===== src/rtl/commit_ctrl_pkg.sv =====
// Shared encodings for the in-order commit sequencer.
package commit_ctrl_pkg;

  localparam int unsigned ROB_WIDTH_DEF = 4;

  typedef enum logic [1:0] {
    TYPE_REG   = 2'd0,
    TYPE_CTRL  = 2'd1,
    TYPE_STORE = 2'd2,
    TYPE_HALT  = 2'd3
  } head_type_e;

  typedef enum logic [2:0] {
    ST_RUN        = 3'd0,
    ST_STORE_WAIT = 3'd1,
    ST_REDIRECT   = 3'd2,
    ST_FLUSH      = 3'd3,
    ST_HALTED     = 3'd4
  } commit_state_e;

endpackage


===== src/rtl/commit_ctrl.sv =====
// ROB-head commit sequencer: retires entries in order, holds stores for memory
// acknowledgement, and orders a mispredict's rd write-back ahead of the flush.
module commit_ctrl
  import commit_ctrl_pkg::*;
#(
  parameter int unsigned ROB_WIDTH = ROB_WIDTH_DEF
) (
  input  logic                 clk_in,
  input  logic                 rst_n_in,
  input  logic                 rdy_in,
  input  logic                 head_valid,
  input  logic                 head_ready,
  input  logic [1:0]           head_type,
  input  logic [4:0]           head_rd_id,
  input  logic [31:0]          head_value,
  input  logic [ROB_WIDTH-1:0] head_tag,
  input  logic                 head_mispredict,
  input  logic [31:0]          head_target_pc,
  output logic                 head_pop,
  output logic                 rob_commit_signal,
  output logic [31:0]          commit_rd_value,
  output logic [4:0]           commit_rd_id,
  output logic [ROB_WIDTH-1:0] commit_rd_tag,
  output logic                 clear_signal,
  output logic [31:0]          redirect_pc,
  output logic                 store_req,
  output logic [ROB_WIDTH-1:0] store_tag,
  input  logic                 store_ack,
  output logic                 halt_out,
  output logic [31:0]          commit_count
);

  commit_state_e        r_state, w_state_nxt;
  logic [31:0]          r_target, w_target_nxt;
  logic                 w_commit_nxt;
  logic [31:0]          w_value_nxt;
  logic [4:0]           w_id_nxt;
  logic [ROB_WIDTH-1:0] w_tag_nxt;
  logic                 w_clear_nxt;
  logic [31:0]          w_redirect_nxt;
  logic                 w_store_req_nxt;
  logic [ROB_WIDTH-1:0] w_store_tag_nxt;
  logic                 w_halt_nxt;
  logic                 w_head_go;
  head_type_e           w_type;

  assign w_type    = head_type_e'(head_type);
  assign w_head_go = head_valid && head_ready;

  always_ff @(posedge clk_in or negedge rst_n_in) begin
    if (!rst_n_in) r_state <= ST_RUN;
    else           r_state <= w_state_nxt;
  end

  always_comb begin
    w_state_nxt     = r_state;
    w_target_nxt    = r_target;
    head_pop        = 1'b0;
    w_commit_nxt    = rob_commit_signal;
    w_value_nxt     = commit_rd_value;
    w_id_nxt        = commit_rd_id;
    w_tag_nxt       = commit_rd_tag;
    w_clear_nxt     = clear_signal;
    w_redirect_nxt  = redirect_pc;
    w_store_req_nxt = store_req;
    w_store_tag_nxt = store_tag;
    w_halt_nxt      = halt_out;
    // With rdy_in low every register, including the pulses, simply holds.
    if (rdy_in) begin
      w_commit_nxt = 1'b0;
      w_clear_nxt  = 1'b0;
      unique case (r_state)
        ST_RUN: begin
          if (w_head_go) begin
            unique case (w_type)
              TYPE_REG, TYPE_CTRL: begin
                head_pop     = 1'b1;
                w_commit_nxt = (w_type == TYPE_REG) || (head_rd_id != 5'd0);
                w_value_nxt  = head_value;
                w_id_nxt     = head_rd_id;
                w_tag_nxt    = head_tag;
                if (w_type == TYPE_CTRL && head_mispredict) begin
                  w_target_nxt = head_target_pc;
                  w_state_nxt  = ST_REDIRECT;
                end
              end
              TYPE_STORE: begin
                w_store_req_nxt = 1'b1;
                w_store_tag_nxt = head_tag;
                w_state_nxt     = ST_STORE_WAIT;
              end
              TYPE_HALT: begin
                head_pop    = 1'b1;
                w_halt_nxt  = 1'b1;
                w_state_nxt = ST_HALTED;
              end
              default: ;
            endcase
          end
        end
        ST_STORE_WAIT: begin
          if (store_ack) begin
            head_pop        = 1'b1;
            w_store_req_nxt = 1'b0;
            w_state_nxt     = ST_RUN;
          end
        end
        ST_REDIRECT: begin
          w_clear_nxt    = 1'b1;
          w_redirect_nxt = r_target;
          w_state_nxt    = ST_FLUSH;
        end
        ST_FLUSH:  w_state_nxt = ST_RUN;
        ST_HALTED: ;
        default:   w_state_nxt = ST_RUN;
      endcase
    end
  end

  always_ff @(posedge clk_in or negedge rst_n_in) begin
    if (!rst_n_in) begin
      r_target          <= '0;
      rob_commit_signal <= 1'b0;
      commit_rd_value   <= '0;
      commit_rd_id      <= '0;
      commit_rd_tag     <= '0;
      clear_signal      <= 1'b0;
      redirect_pc       <= '0;
      store_req         <= 1'b0;
      store_tag         <= '0;
      halt_out          <= 1'b0;
      commit_count      <= '0;
    end else begin
      r_target          <= w_target_nxt;
      rob_commit_signal <= w_commit_nxt;
      commit_rd_value   <= w_value_nxt;
      commit_rd_id      <= w_id_nxt;
      commit_rd_tag     <= w_tag_nxt;
      clear_signal      <= w_clear_nxt;
      redirect_pc       <= w_redirect_nxt;
      store_req         <= w_store_req_nxt;
      store_tag         <= w_store_tag_nxt;
      halt_out          <= w_halt_nxt;
      if (head_pop) commit_count <= commit_count + 32'd1;
    end
  end

endmodule

===== config.mk =====
export PLATFORM = sky130hd
export DESIGN_NAME = commit_ctrl
export DESIGN_NICKNAME = d
export VERILOG_FILES = /design/src/rtl/commit_ctrl_pkg.sv /design/src/rtl/commit_ctrl.sv
export SDC_FILE = /design/constraint.sdc
export NUM_CORES = 1
export LEC_CHECK = 0
export CORE_UTILIZATION = 49
export DETAILED_ROUTE_END_ITERATION = 10
export HOLD_SLACK_MARGIN = 0.02
export PLACE_DENSITY = 0.92
export SYNTH_ARGS = -nofsm -noshare
export SYNTH_HDL_FRONTEND = slang
export SYNTH_SLANG_ARGS = --single-unit

===== constraint.sdc =====
create_clock -name clk_in -period 5.7 [get_ports clk_in]
set_clock_uncertainty 0.1 [all_clocks]
set_input_delay 0.855 -clock clk_in [delete_from_list [all_inputs] [get_ports clk_in]]
set_output_delay 0.855 -clock clk_in [all_outputs]
set_load 0.02 [all_outputs]

Yosys cells after proc, flatten, opt, wreduce, memory -nomap -nowiden
Index checks and enable logic that the tools add are counted.
Word-level totals
  bits in registers: 148
  output and inout port bits: 114
  word-level logic and storage cells: 58
Cells by class
  add/subtract/negate cells: 1
  equality and inequality tests: 10
  muxes and demuxes: 18
  bitwise operators: 1
  reduce and logical (&&, ||, !) cells: 16
Operators by type and width (number)
  32-bit by 1-bit adder with 32-bit output (second input constant): 1
  5-bit AND reduction: 3
  3-bit one-hot mux with 4 select lines: 1
  4-bit AND reduction: 3
  1-bit 2-to-1 mux: 11
  3-bit 2-to-1 mux: 3
  3-bit one-hot mux with 3 select lines: 1
  2-bit != test (second input constant): 3
  5-bit nonzero test: 1
  2-bit equality test (second input constant): 2
  1-bit one-hot mux with 2 select lines: 2
  3-bit by 1-bit equality test with 1-bit output (second input constant): 1
  3-bit by 2-bit equality test with 1-bit output (second input constant): 1
  3-bit equality test (second input constant): 1
  3-bit zero test: 1
  3-bit != test (second input constant): 1
  3-bit OR reduction: 1
  2-bit by 1-bit equality test with 1-bit output (second input constant): 1
  1-bit logical AND: 2
  2-bit zero test: 1
  2-bit AND reduction: 1
  2-bit nonzero test: 1
  2-bit OR reduction: 1
  1-bit logical OR: 1
  1-bit NOT: 1

Longest topological paths before layout
Gate-level depths: netlist of the first run.
  depth in word-level cells: 6
  mapped depth: 6

Least setup slack after synthesis of the first run
Ideal clock, no wire load.
  path type: input port to output port
  start: input rdy_in
  end: output head_pop
  data arrival time: 1.985 ns
  required time: 4.745 ns
  slack: 2.760 ns
  stages on the path: 3
  buffers on the path: 1
  cell sequence: or4b_4 o32ai_4 buf_6
On the way
  cells in the longest elaborated chain, start to end: 1
Ends and longest elaborated chain
  start: declaration: RTL line commit_ctrl.sv:10  | input logic rdy_in,
  1-bit 2-to-1 mux: RTL line commit_ctrl.sv:69  | if (rdy_in) begin
  end: declaration: RTL line commit_ctrl.sv:19  | output logic head_pop,
No other way between the ends.

Final worst setup path of the first run
Same ends and word-level chain as after synthesis.

==> impl_metrics.json, run 1 <==
{
  "final_common_cell": "clkdlybuf4s50_1",
  "cp.arrival_ns": 3.22,
  "grt_max_degree": 79,
  "critPathMaxFanout": 15,
  "grt.met3_usage_pct": 7.24,
  "numClockSinks": 148,
  "dp_hpwl_mm": 9.77,
  "p_sw_share_pct": 30.1,
  "setup_viol": 0,
  "final_cell_mix": "clkdlybuf4s50_1 (194), dfrtp_1 (148), mux2_2 (110)",
  "coreArea_sq_um": 11600,
  "drv_slew": 0,
  "hold_path_class": "primary input to async pin",
  "port_buffers": 195,
  "fmaxAchievable_ghz": 0.240,
  "yosysTopAreaCellShare_pct": 62.6,
  "path_clk_slew_ns": 0.06,
  "avgSynthCellArea_sq_um": 14.7,
  "ant_nets": 0,
  "dieArea_sq_um": 12500,
  "h-tree-depth": 4,
  "crit_type": "primary input to output port",
  "power_frac_seq_pct": 38.8,
  "status": "finished with violations",
  "ys_ff_latch": 148,
  "grt_pass1_wl_mm": 22.9,
  "p_int_mw": 2.86,
  "cp.required_ns": 4.74,
  "nNetsFinal": 691,
  "finalHoldViolations": 0,
  "ys.flop_type": "dfrtp_1",
  "drc": 18,
  "syn_to_final_growth_pct": 45.9,
  "antenna_cells": 0,
  "wl_per_cell_um": 18.6,
  "die_w_um": 112,
  "postPlaceCellArea_sq_um": 8020,
  "cts_buffers": 17,
  "start_util_pct": 50.9,
  "root_buffer": "clkbuf_16",
  "start_kind": "primary input",
  "tns_ns": 0,
  "max_cap_violations": 0,
  "gp_congestion": 0.809,
  "drive_gt1_share_pct": 25.6,
  "p_switching_mw": 1.23,
  "synth_edf_count": 0,
  "grt_pass1_vias": 4427,
  "netlist-cell-type-count": 38,
  "cts_tree": "done",
  "met2_usage_pct": 43.0,
  "period_minus_slack_ns": 4.17,
  "grt_antenna_before_repair": 0,
  "clk_path_buf_depth": 2,
  "violations": "design-rule violations",
  "yosys_warnings": 0,
  "die_height_um": 112,
  "ir_drop_mv": 0.238,
  "syn_inst": 403,
  "clock_latency_ns": 0.42,
  "cp-end-kind": "output port",
  "ys_async_sr_fraction_pct": 100,
  "postCtsResizedCells": 0,
  "power_frac_clock_pct": 28.1,
  "num_vias": 3992,
  "via_per_inst": 5.23,
  "synth.cell_area_sq_um": 5910,
  "grt_busiest_layer": "met2",
  "relSlewSlack_pct": 41.6,
  "ys_seq_area_share_pct": 62.6,
  "synth_nets": 486,
  "p_comb_share_pct": 33.1,
  "tightest_slew_ns": 0.876,
  "grt_remaining_overflow": 0,
  "rrSetupSlack_ns": 2.97,
  "holdBufCountCts": 0,
  "drt_iter0_markers": 191,
  "period_share_pct": 73.2,
  "synth_area_leaders": "dfrtp_1 (63%), mux2_2 (21%), xnor2_1 (2.5%)",
  "use_met1_pct": 26.6,
  "synth_top_cell_by_area": "dfrtp_1",
  "drtPass1Iterations": 7,
  "rows": 39,
  "rsz0062_at_grt": "false",
  "ios": 196,
  "track_usage_pct": 24.1,
  "wirelength_mm": 14.2,
  "finish.instance_area_sq_um": 8630,
  "postCtsSetupRepairBufs": 0,
  "total_leakage_power_nw": 3.88,
  "power_density_nw_per_um2": 474
}
-- cells by family after synthesis --
kind of cell / count (synthesis) / share of synthesized area, %
AND/OR/NAND/NOR: 85 / 8.82
XOR/XNOR: 31 / 4.59
multiplexers: 110 / 20.9
AO/OA/AOI/OAI: 11 / 1.52
buffers and inverters: 17 / 1.29
adder cells (fa/ha/maj): 1 / 0.212
flip-flops: 148 / 62.6
-- area by class of cell --
cell class	count	area, sq um
clock buffer	22	454
sequential	148	3700
clock inverter	10	155
timing repair buffer	198	1980
tap	143	179
multi-input combinational	238	2150
inverter	5	18.8
fill	737	2980
-- metrics by stage --
stage                     worst slack (ns)  cells  total power [mW]  hold slack (ns)  utilization, %
after floorplan                       2.76    403              2.24            0.374               -
after global placement                1.57    732              2.87            0.365            69.1
after detailed placement              1.53    732              2.95            0.356            69.1
after CTS                             1.52    764              4.13            0.369            74.3
after global routing                  1.45    764              4.27            0.373            74.3
final                                 1.53    764              4.09            0.351            74.3
-- metal layers --
layer  routed length [um]  part of all wire [%]
met4                  283                   2.0
met5                    0                     0
met1                 5400                    38
met3                  961                   6.8
met2                 7570                    53
-- power by group through the flow --
stage	sequential (mW)	clock, mW	combinational (mW)
floorplan	1.86	0	0.375
global placement	1.56	0	1.31
detailed placement	1.60	0	1.35
CTS	1.59	1.17	1.37
global route	1.62	1.22	1.42
finish	1.59	1.15	1.35
-- synth_stat cells (all sizes together), types with 2 or more instances --
cell type and number:
dfrtp 148, mux2 110, nand2 18, xnor2 17, nor2 16, xor2 14, nand3 11, nor3 10
nand4 8, buf 7, and3 6, clkbuf 5, inv 5, a21oi 4, nor4 3, and4 2
nand2b 2, nor2b 2, o21ai 2
-- sequential cells by signal, indices dropped and copies added, names as in the netlist --
| register | flops |
|---|---|
| halt_out | 1 |
| store_tag | 4 |
| commit_rd_value | 32 |
| r_target | 32 |
| r_state | 3 |
| clear_signal | 1 |
| redirect_pc | 32 |
| commit_rd_id | 5 |
| commit_count | 32 |
| rob_commit_signal | 1 |
| commit_rd_tag | 4 |
| store_req | 1 |
-- final timing paths --
path / startpoint / end / cells past startpoint
worst min-delay path: rst_n_in / commit_rd_value[15] / 1
worst min register to register: halt_out / halt_out / 1
worst max register to register: r_state[2] / r_target[23] / 4
worst max-delay path: rdy_in / head_pop / 5
max in group asynchronous: rst_n_in / redirect_pc[20] / 2
min in group clk_in: halt_out / halt_out / 1
-- critical path, stage by stage --
cell	delay, ns
clkdlybuf4s50_1	0.57
or4b_4	0.55
o32ai_4	0.32
buf_4	0.28
clkdlybuf4s50_1	0.64
No activity file was read; power rests on OpenSTA's default activity.
==> inputs of run 2 (changes only) <==
- CORE_UTILIZATION: 49 -> 41
- PLACE_DENSITY: 0.92 -> 0.83
- clock period: 5.7 -> 3.72 ns (I/O delays scaled with it)
==> run 2 against run 1 <==
First-iteration DRC count decreased by 44%. The run now ends clean. Largest cell class unchanged. Critical path depth down 1. Core utilization shrank 12 points.
==> impl_metrics.json, run 2 (synthesis gave the netlist of run 1 again) <==
{
  "wl_per_cell_um": 16.8,
  "grt_antenna_before_repair": 0,
  "drc": 0,
  "tns_ns": 0,
  "root_buffer": "clkbuf_16",
  "track_usage_pct": 19.2,
  "drtPass1Iterations": 4,
  "critPathMaxStageDelay_ns": 0.66,
  "status": "complete, no violations",
  "drive_gt1_share_pct": 26.2,
  "grt_max_degree": 103,
  "reg2reg_from": "r_state[2]",
  "period_minus_slack_ns": 3.33,
  "grt_pass1_vias": 4264,
  "ant_nets": 0,
  "gp_congestion": 0.842,
  "dp_hpwl_mm": 9.46,
  "rows": 43,
  "dieArea_sq_um": 14900,
  "drv_slew": 0,
  "max_cap_violations": 0,
  "via_per_inst": 4.97,
  "final_common_cell": "clkdlybuf4s50_1",
  "rsz0062_at_grt": "false",
  "cts_tree": "done",
  "drt_iter0_markers": 107,
  "die_w_um": 122,
  "start_kind": "primary input",
  "relSlewSlack_pct": 39.7,
  "holdBufCountCts": 0,
  "setup_viol": 0,
  "wirelength_mm": 13.5,
  "tightest_slew_ns": 0.904,
  "coreArea_sq_um": 14000,
  "critPathSlowestCell": "clkdlybuf4s50_1",
  "crit_path_frequent_cell": "clkdlybuf4s50_1",
  "cp.required_ns": 3.06,
  "cp.arrival_ns": 2.68,
  "postCtsResizedCells": 0,
  "die_height_um": 122,
  "clk_path_buf_depth": 2,
  "finalHoldViolations": 0,
  "numClockSinks": 148,
  "h-tree-depth": 4,
  "grt_pass1_wl_mm": 21.7,
  "period_share_pct": 89.6,
  "cp-end-kind": "output port",
  "critPathMaxFanout": 7,
  "final_core_util_pct": 62.4,
  "path_clk_slew_ns": 0.06,
  "final_cell_mix": "clkdlybuf4s50_1 (194), dfrtp_1 (148), mux2_2 (110)",
  "fmaxAchievable_ghz": 0.300,
  "clock_latency_ns": 0.41,
  "cts_buffers": 17,
  "num_vias": 3993,
  "nNetsFinal": 693,
  "crit_type": "primary input to output port",
  "port_buffers": 195,
  "setup.worst_path.start": "rdy_in",
  "ios": 196,
  "postCtsSetupRepairBufs": 0,
  "syn_to_final_growth_pct": 47.6,
  "worstPathCellList": "clkdlybuf4s50_1 > or4b_4 > o32ai_4 > clkdlybuf4s50_1",
  "grt_remaining_overflow": 0,
  "ir_drop_mv": 0.312,
  "start_util_pct": 42.3,
  "hold_path_class": "primary input to async pin",
  "power_density_nw_per_um2": 719,
  "antenna_cells": 0,
  "total_leakage_power_nw": 3.91
}
-- run 2: cell types whose count changed in the layout (fill, tap and decap cells not counted) --
cell      change
clkbuf_8      +4
buf_4         +2
clkbuf_1      -2
clkinv_2      -2
-- run 2: area by class of cell --
class                      instances  area (sq um)
sequential                       148          3700
multi-input combinational        238          2150
clock buffer                      24           502
timing repair buffer             200          1990
tap                              180           225
inverter                           5          18.8
fill                            1062          5260
clock inverter                     8           145
-- run 2: critical path: cells and delay by family --
kind / cells / cell delay [ns]
buf+inv: 2 / 1.23
compound gates: 1 / 0.34
simple gates: 1 / 0.55
-- run 2: report_power, final --
part	switching [mW]	internal, mW	leakage [nW]
registers	0.290	2.12	1.91
clock network	0.622	1.21	0.312
logic	0.914	1.12	1.68
total	1.83	4.45	3.91
-- run 2: path summary, 6_finish.rpt --
kind                                        to  slack [ns]  cells past startpoint
min reg2reg                           halt_out        0.37                      1
max reg2reg                   commit_count[17]        1.29                      6
min in group clk_in                   halt_out        0.37                      1
min                        commit_rd_value[21]        0.17                      1
max in group asynchronous  commit_rd_value[30]        2.44                      2
max                                   head_pop        0.39                      4
-- run 2: through the flow --
step | setup slack (ns) | hold slack (ns) | total power [mW] | instances | cell area (sq um)
floorplan | 1.37 | 0.162 | 3.43 | 403 | 5910
CTS | 0.369 | 0.187 | 6.36 | 803 | 8730
finish | 0.387 | 0.170 | 6.28 | 803 | 8730
global placement | 0.389 | 0.361 | 4.40 | 771 | 8080
detailed placement | 0.379 | 0.361 | 4.50 | 771 | 8080
global route | 0.327 | 0.234 | 6.59 | 803 | 8730
-- run 2: per-layer routing --
| metal | share of wire, % | GRT usage [%] | up-vias |
|---|---|---|---|
| li1 | - | - | 1830 |
| met1 | 42 | 23.8 | 2006 |
| met2 | 50 | 31.8 | 139 |
| met3 | 5.8 | 4.96 | 18 |
| met4 | 1.6 | 7.93 | 0 |
| met5 | 0 | 0 | - |
